### config.mk
export PLATFORM = sky130hd
export DESIGN_NAME = wrselb_wcb
export DESIGN_NICKNAME = d
export VERILOG_FILES = /design/src/rtl/wrselb_pkg.sv /design/src/rtl/wrselb_lane.sv /design/src/rtl/wrselb_wcb.sv
export SDC_FILE = /design/constraint.sdc
export NUM_CORES = 1
export LEC_CHECK = 0
export ABC_AREA = 0
export CORE_MARGIN = 5
export CORE_UTILIZATION = 51
export CTS_BUF_LIST = sky130_fd_sc_hd__clkbuf_8
export DETAILED_ROUTE_END_ITERATION = 10
export HOLD_SLACK_MARGIN = 0.05
export PLACE_DENSITY = 0.85
export RECOVER_POWER = 50
export SYNTH_ARGS = -nofsm -noshare
export SYNTH_HDL_FRONTEND = slang
export SYNTH_SLANG_ARGS = --single-unit
export TNS_END_PERCENT = 100
### constraint.sdc
create_clock -name clk -period 5.4 [get_ports clk]
set_input_delay 1.08 -clock clk [delete_from_list [all_inputs] [get_ports clk]]
set_output_delay 1.08 -clock clk [all_outputs]
set_load 0.01 [all_outputs]
### src/rtl/wrselb_pkg.sv
// wrselb_pkg: shared store-size, state and byte-enable encodings for the write-select buffer
package wrselb_pkg;
  localparam logic [1:0] SIZE_BYTE = 2'd0;
  localparam logic [1:0] SIZE_HALF = 2'd1;
  localparam logic [1:0] SIZE_WORD = 2'd2;
  localparam logic [3:0] BE_FULL = 4'hF;
  typedef enum logic [1:0] {EMPTY, HOLD, DRAIN} state_t;
endpackage

### src/rtl/wrselb_lane.sv
// wrselb_lane: combinational store lane placement (size, addr[1:0], data -> placed data, be, misalign)
// ports: size/addr/data in; lane_data, be (zero when misaligned), misalign out
// macro WRSELB_WCB_BIG_ENDIAN_EN selects the big-endian lane mapping
module wrselb_lane
  import wrselb_pkg::*;
(
  input  logic [1:0]  size,
  input  logic [1:0]  addr,
  input  logic [31:0] data,
  output logic [31:0] lane_data,
  output logic [3:0]  be,
  output logic        misalign
);
  logic [31:0] word;
  logic [3:0] be_byte, be_half;
`ifdef WRSELB_WCB_BIG_ENDIAN_EN
  assign word = {data[7:0], data[15:8], data[23:16], data[31:24]};
  assign be_byte = 4'b1000 >> addr;
  assign be_half = addr[1] ? 4'b0011 : 4'b1100;
`else
  assign word = data;
  assign be_byte = 4'b0001 << addr;
  assign be_half = addr[1] ? 4'b1100 : 4'b0011;
`endif
  assign lane_data = size == SIZE_BYTE ? {4{data[7:0]}} : size == SIZE_HALF ? {2{data[15:0]}} : word;
  assign misalign = size == SIZE_BYTE ? 1'b0 : size == SIZE_HALF ? addr[0] : size == SIZE_WORD ? |addr : 1'b1;
  assign be = misalign ? 4'b0000 : size == SIZE_BYTE ? be_byte : size == SIZE_HALF ? be_half : BE_FULL;
endmodule

### src/rtl/wrselb_wcb.sv
// wrselb_wcb: byte write-select with a single-entry write-combining buffer issuing aligned word writes
// ports: clk, srst_n (sync active-low); in_valid/in_ready/in_addr/in_size/in_data store side;
//        flush drains HOLD; out_valid/out_ready/out_addr/out_data/out_be memory side; misalign_err pulse
// macro WRSELB_WCB_BIG_ENDIAN_EN selects the big-endian lane mapping (in wrselb_lane)
module wrselb_wcb
  import wrselb_pkg::*;
#(
  parameter int ADDR_WIDTH = 30,
  parameter int TIMEOUT = 8,
  parameter int TIMEOUT_WIDTH = 8
) (
  input  logic                  clk,
  input  logic                  srst_n,
  input  logic                  in_valid,
  output logic                  in_ready,
  input  logic [ADDR_WIDTH+1:0] in_addr,
  input  logic [1:0]            in_size,
  input  logic [31:0]           in_data,
  input  logic                  flush,
  output logic                  out_valid,
  input  logic                  out_ready,
  output logic [ADDR_WIDTH-1:0] out_addr,
  output logic [31:0]           out_data,
  output logic [3:0]            out_be,
  output logic                  misalign_err
);
  state_t state, state_nx;
  logic [TIMEOUT_WIDTH-1:0] cnt;
  logic [ADDR_WIDTH-1:0] in_word;
  logic [31:0] ln_data, mask;
  logic [3:0] ln_be;
  logic ln_mis, same, accept, timeout;
  wrselb_lane u_lane (
    .size(in_size),
    .addr(in_addr[1:0]),
    .data(in_data),
    .lane_data(ln_data),
    .be(ln_be),
    .misalign(ln_mis)
  );
  assign in_word = in_addr[ADDR_WIDTH+1:2];
  assign same = in_word == out_addr;
  assign mask = {{8{ln_be[3]}}, {8{ln_be[2]}}, {8{ln_be[1]}}, {8{ln_be[0]}}};
  assign timeout = cnt == TIMEOUT_WIDTH'(TIMEOUT - 1);
  assign out_valid = state == DRAIN;
  assign in_ready = state == EMPTY || (state == HOLD && (same || ln_mis));
  assign accept = in_valid && in_ready && !ln_mis;
  // a different-word store stalls in HOLD and forces the drain; misaligned ones are swallowed instead
  always_comb begin
    state_nx = state;
    case (state)
      EMPTY: state_nx = accept ? (ln_be == BE_FULL ? DRAIN : HOLD) : EMPTY;
      HOLD:  state_nx = (accept ? (out_be | ln_be) == BE_FULL : (in_valid && !same && !ln_mis) || timeout) || flush ? DRAIN : HOLD;
      DRAIN: state_nx = out_ready ? EMPTY : DRAIN;
      default: state_nx = EMPTY;
    endcase
  end
  always_ff @(posedge clk) begin
    if (!srst_n) begin
      state <= EMPTY;
      out_addr <= '0;
      out_data <= '0;
      out_be <= '0;
      misalign_err <= 1'b0;
      cnt <= '0;
    end else begin
      state <= state_nx;
      misalign_err <= in_valid && in_ready && ln_mis;
      if (accept) begin
        out_addr <= in_word;
        out_data <= state == EMPTY ? ln_data : (out_data & ~mask) | (ln_data & mask);
        out_be <= state == EMPTY ? ln_be : out_be | ln_be;
        cnt <= '0;
      end else if (state == HOLD && cnt != '1) begin
        cnt <= cnt + 1'b1;
      end
    end
  end
endmodule
==> impl_results.md <==
* Outcome: complete, no violations
* Largest net degree at the start of global routing at 87
* First-pass GRT wire length at 19,000 um
* EDFF count, synth at 0
* Top_reg_cell synth: dfxtp_1
* Detail Placement HPWL at 8740 um
* CP Class: primary input to primary output
* Post-cts resize count at 0
* Core Area at 0.00773 mm^2
* Crit end category: primary output
* Die Span X at 99.2 um
* Slew Viols, Final at 0
* Synthesized area at 0.00406 mm^2
* Final Hold Slack at 0.456 ns
* Asr flop ratio synth at 0%
* Die Height at 99.2 um
* Gr usage total at 23.7%
* Routed len/inst at 16.9 um
* Synth top area share at 38.0%
* Vias per std cell at 5.57
* Full die area at 0.00983 mm^2
* Final setup viols at 0
* Io pins at 140
* CTS Buf Count at 9
* Synth Area in Compound Gates at 15.4%
* Final nets at 659
* Clock Tree Root: clkbuf_8
* Slowest stage delay, CP at 0.69 ns
* Post-synth top area cell: dfxtp_1
* Area Overhead vs Synth at 39.2%
* Overall power at 1380 uW
* Mux cell area share after synthesis at 13.6%
* Slew @ Worst Pin at 1.14 ns
* MaxCap Viol Count at 0
* Syn Inst Count at 469
* Final setup skew at 0.0126 ns
* Initial antenna violation count at 0
* Row cnt at 32
* Synth top area cells: dfxtp_1, mux2i_1, nand2_1, xnor2_1, o21ai_0
* CP max-delay cell: dlygate4sd3_1
* TritonCTS clock tree: yes
* Clock period minus worst slack at 4.64 ns
* Synth Area in Simple Gates at 20.0%
* XOR/XNOR Fraction of Synth Area at 8.21%
* Final WS setup at 0.760 ns
* Final Hold Fails at 0
* Syn nets at 541
* Via count at 3,867
* Worst Path Arrival at 3.56 ns
* TritonCTS Sinks at 77
* Worst skew pair latency at 0.35 ns
* CP Max Fanout at 12
* #FFs+latches synth at 77
* RSZ-0062 raised after global routing: no
* DRC Markers at 0
* Netlist cell types at 51
* Vias in the first global route at 3,857
* Total gr overflow at 0
* Max Root-Sink Buffers at 2
* Most frequent cells in the layout: nand2_1, dfxtp_1, dlygate4sd3_1
* Hold Path Class: register to register
* Finished Layout Cells at 694
* Power Dens Cells at 245 mW/mm^2
* Number of antenna diodes at 0
* Pleak at 0.00225 uW
* Most common cell after layout, fill and taps aside: nand2_1
* Fmax at 0.216 GHz
* Post-route ant nets at 0
* H-tree Lvls at 3
* CP required at 4.32 ns
* Clock-pin slew on the worst setup and hold paths at 0.08 ns
* Startpoint types: primary input
* Final WL at 11,800 um
* Post-CTS Setup Inserts at 0
* Initial Utilization at 52.5%
* Crit path cell chain: dlygate4sd3_1 -> o21a_1 -> o22a_1 -> a211oi_2 -> nor2_1 -> clkdlybuf4s50_1
* Initial DRC Count at 194
* IR drop worst, VDD at 147 uV
* Dpl ws at 0.839 ns
* Largest family of logic cells by synthesized area: simple AND/OR/NAND/NOR gates
* DR pass1 iterations at 5
* Yosys warning total at 0
* Worst slew margin at 24.1%
* Layout cell share with drive strength beyond 1 at 5.07%
* Seq/Total Area, Yosys at 38.0%
* Post-Synth Adder-Cell Area at 0.309%
* Final period utilization at 85.9%
* Syn Area/Cell at 8.65 um^2
* Global placement routability congestion at 0.874
* TNS Setup at 0 ns
* Placed insts at 678
* CTS Hold Bufs at 0
* Port buffer count at 139
==> logic make-up (layout without fill, tap and decap cells) <==
kind of cell    Yosys count  after routing
simple gates            163            163
xor+xnor                 38             38
fa+ha+maj                 1              1
buf+inv                  41            164
compound gates           94             94
mux                      55             55
flops                    77             77
==> power breakdown <==
part	switching, uW	internal, uW
clock network	213	225
registers	24.7	603
logic	156	162
==> stage by stage <==
stage | utilization, % | area [um^2]
final | 73.0 | 5640
after global routing | 73.0 | 5640
after CTS | 73.0 | 5640
after detailed placement | 70.4 | 5440
after global placement | 70.4 | 5440
after floorplan | - | 4060
==> synthesized netlist by cell type (2+ instances only) <==
master	instances
nand4_1	8
nor4_4	2
clkbuf_1	24
and2_1	2
nand2b_1	3
o211ai_1	10
or3_1	9
a21oi_1	24
o21ai_0	35
xnor2_1	34
and3_1	4
a32oi_1	2
xor2_1	4
nand2_1	86
inv_1	5
dfxtp_1	77
buf_6	2
nor3_1	10
mux2i_1	55
nor2b_1	5
o311a_1	8
nor2_1	9
buf_2	7
nand3_1	10
nand3b_1	8
==> worst max-delay path: cells and delay by family <==
kind / cells / cell delay (ns)
buffers and inverters: 2 / 1.21
AND/OR/NAND/NOR: 1 / 0.10
AO/OA/AOI/OAI: 3 / 1.17
==> area by class of cell <==
| type | count | area (um^2) |
|---|---|---|
| Multi-Input combinational cell | 351 | 2340 |
| Fill cell | 573 | 2080 |
| Sequential cell | 77 | 1540 |
| Timing Repair Buffer | 143 | 1420 |
| Clock buffer | 10 | 138 |
| Tap cell | 102 | 128 |
| Clock inverter | 6 | 63.8 |
| Inverter | 5 | 18.8 |
==> per-layer routing <==
layer,global-route usage (%),wire length [um],vias to the layer above
met5,0,0,-
met1,29.8,4950,1797
met2,40.1,5720,162
li1,-,-,1888
met4,7.25,195,0
met3,6.10,894,20
==> worst paths after layout <==
path,startpoint,endpoint,slack (ns),cells past startpoint
worst min register to register,register,register,0.46,2
worst max-delay path,in_addr[0],in_ready,0.76,6
worst min-delay path,register,register,0.46,2
worst max register to register,out_addr[15]$_SDFFE_PN0N_,out_addr[15]$_SDFFE_PN0N_,2.92,7
Power figures use the tool's default switching activity.
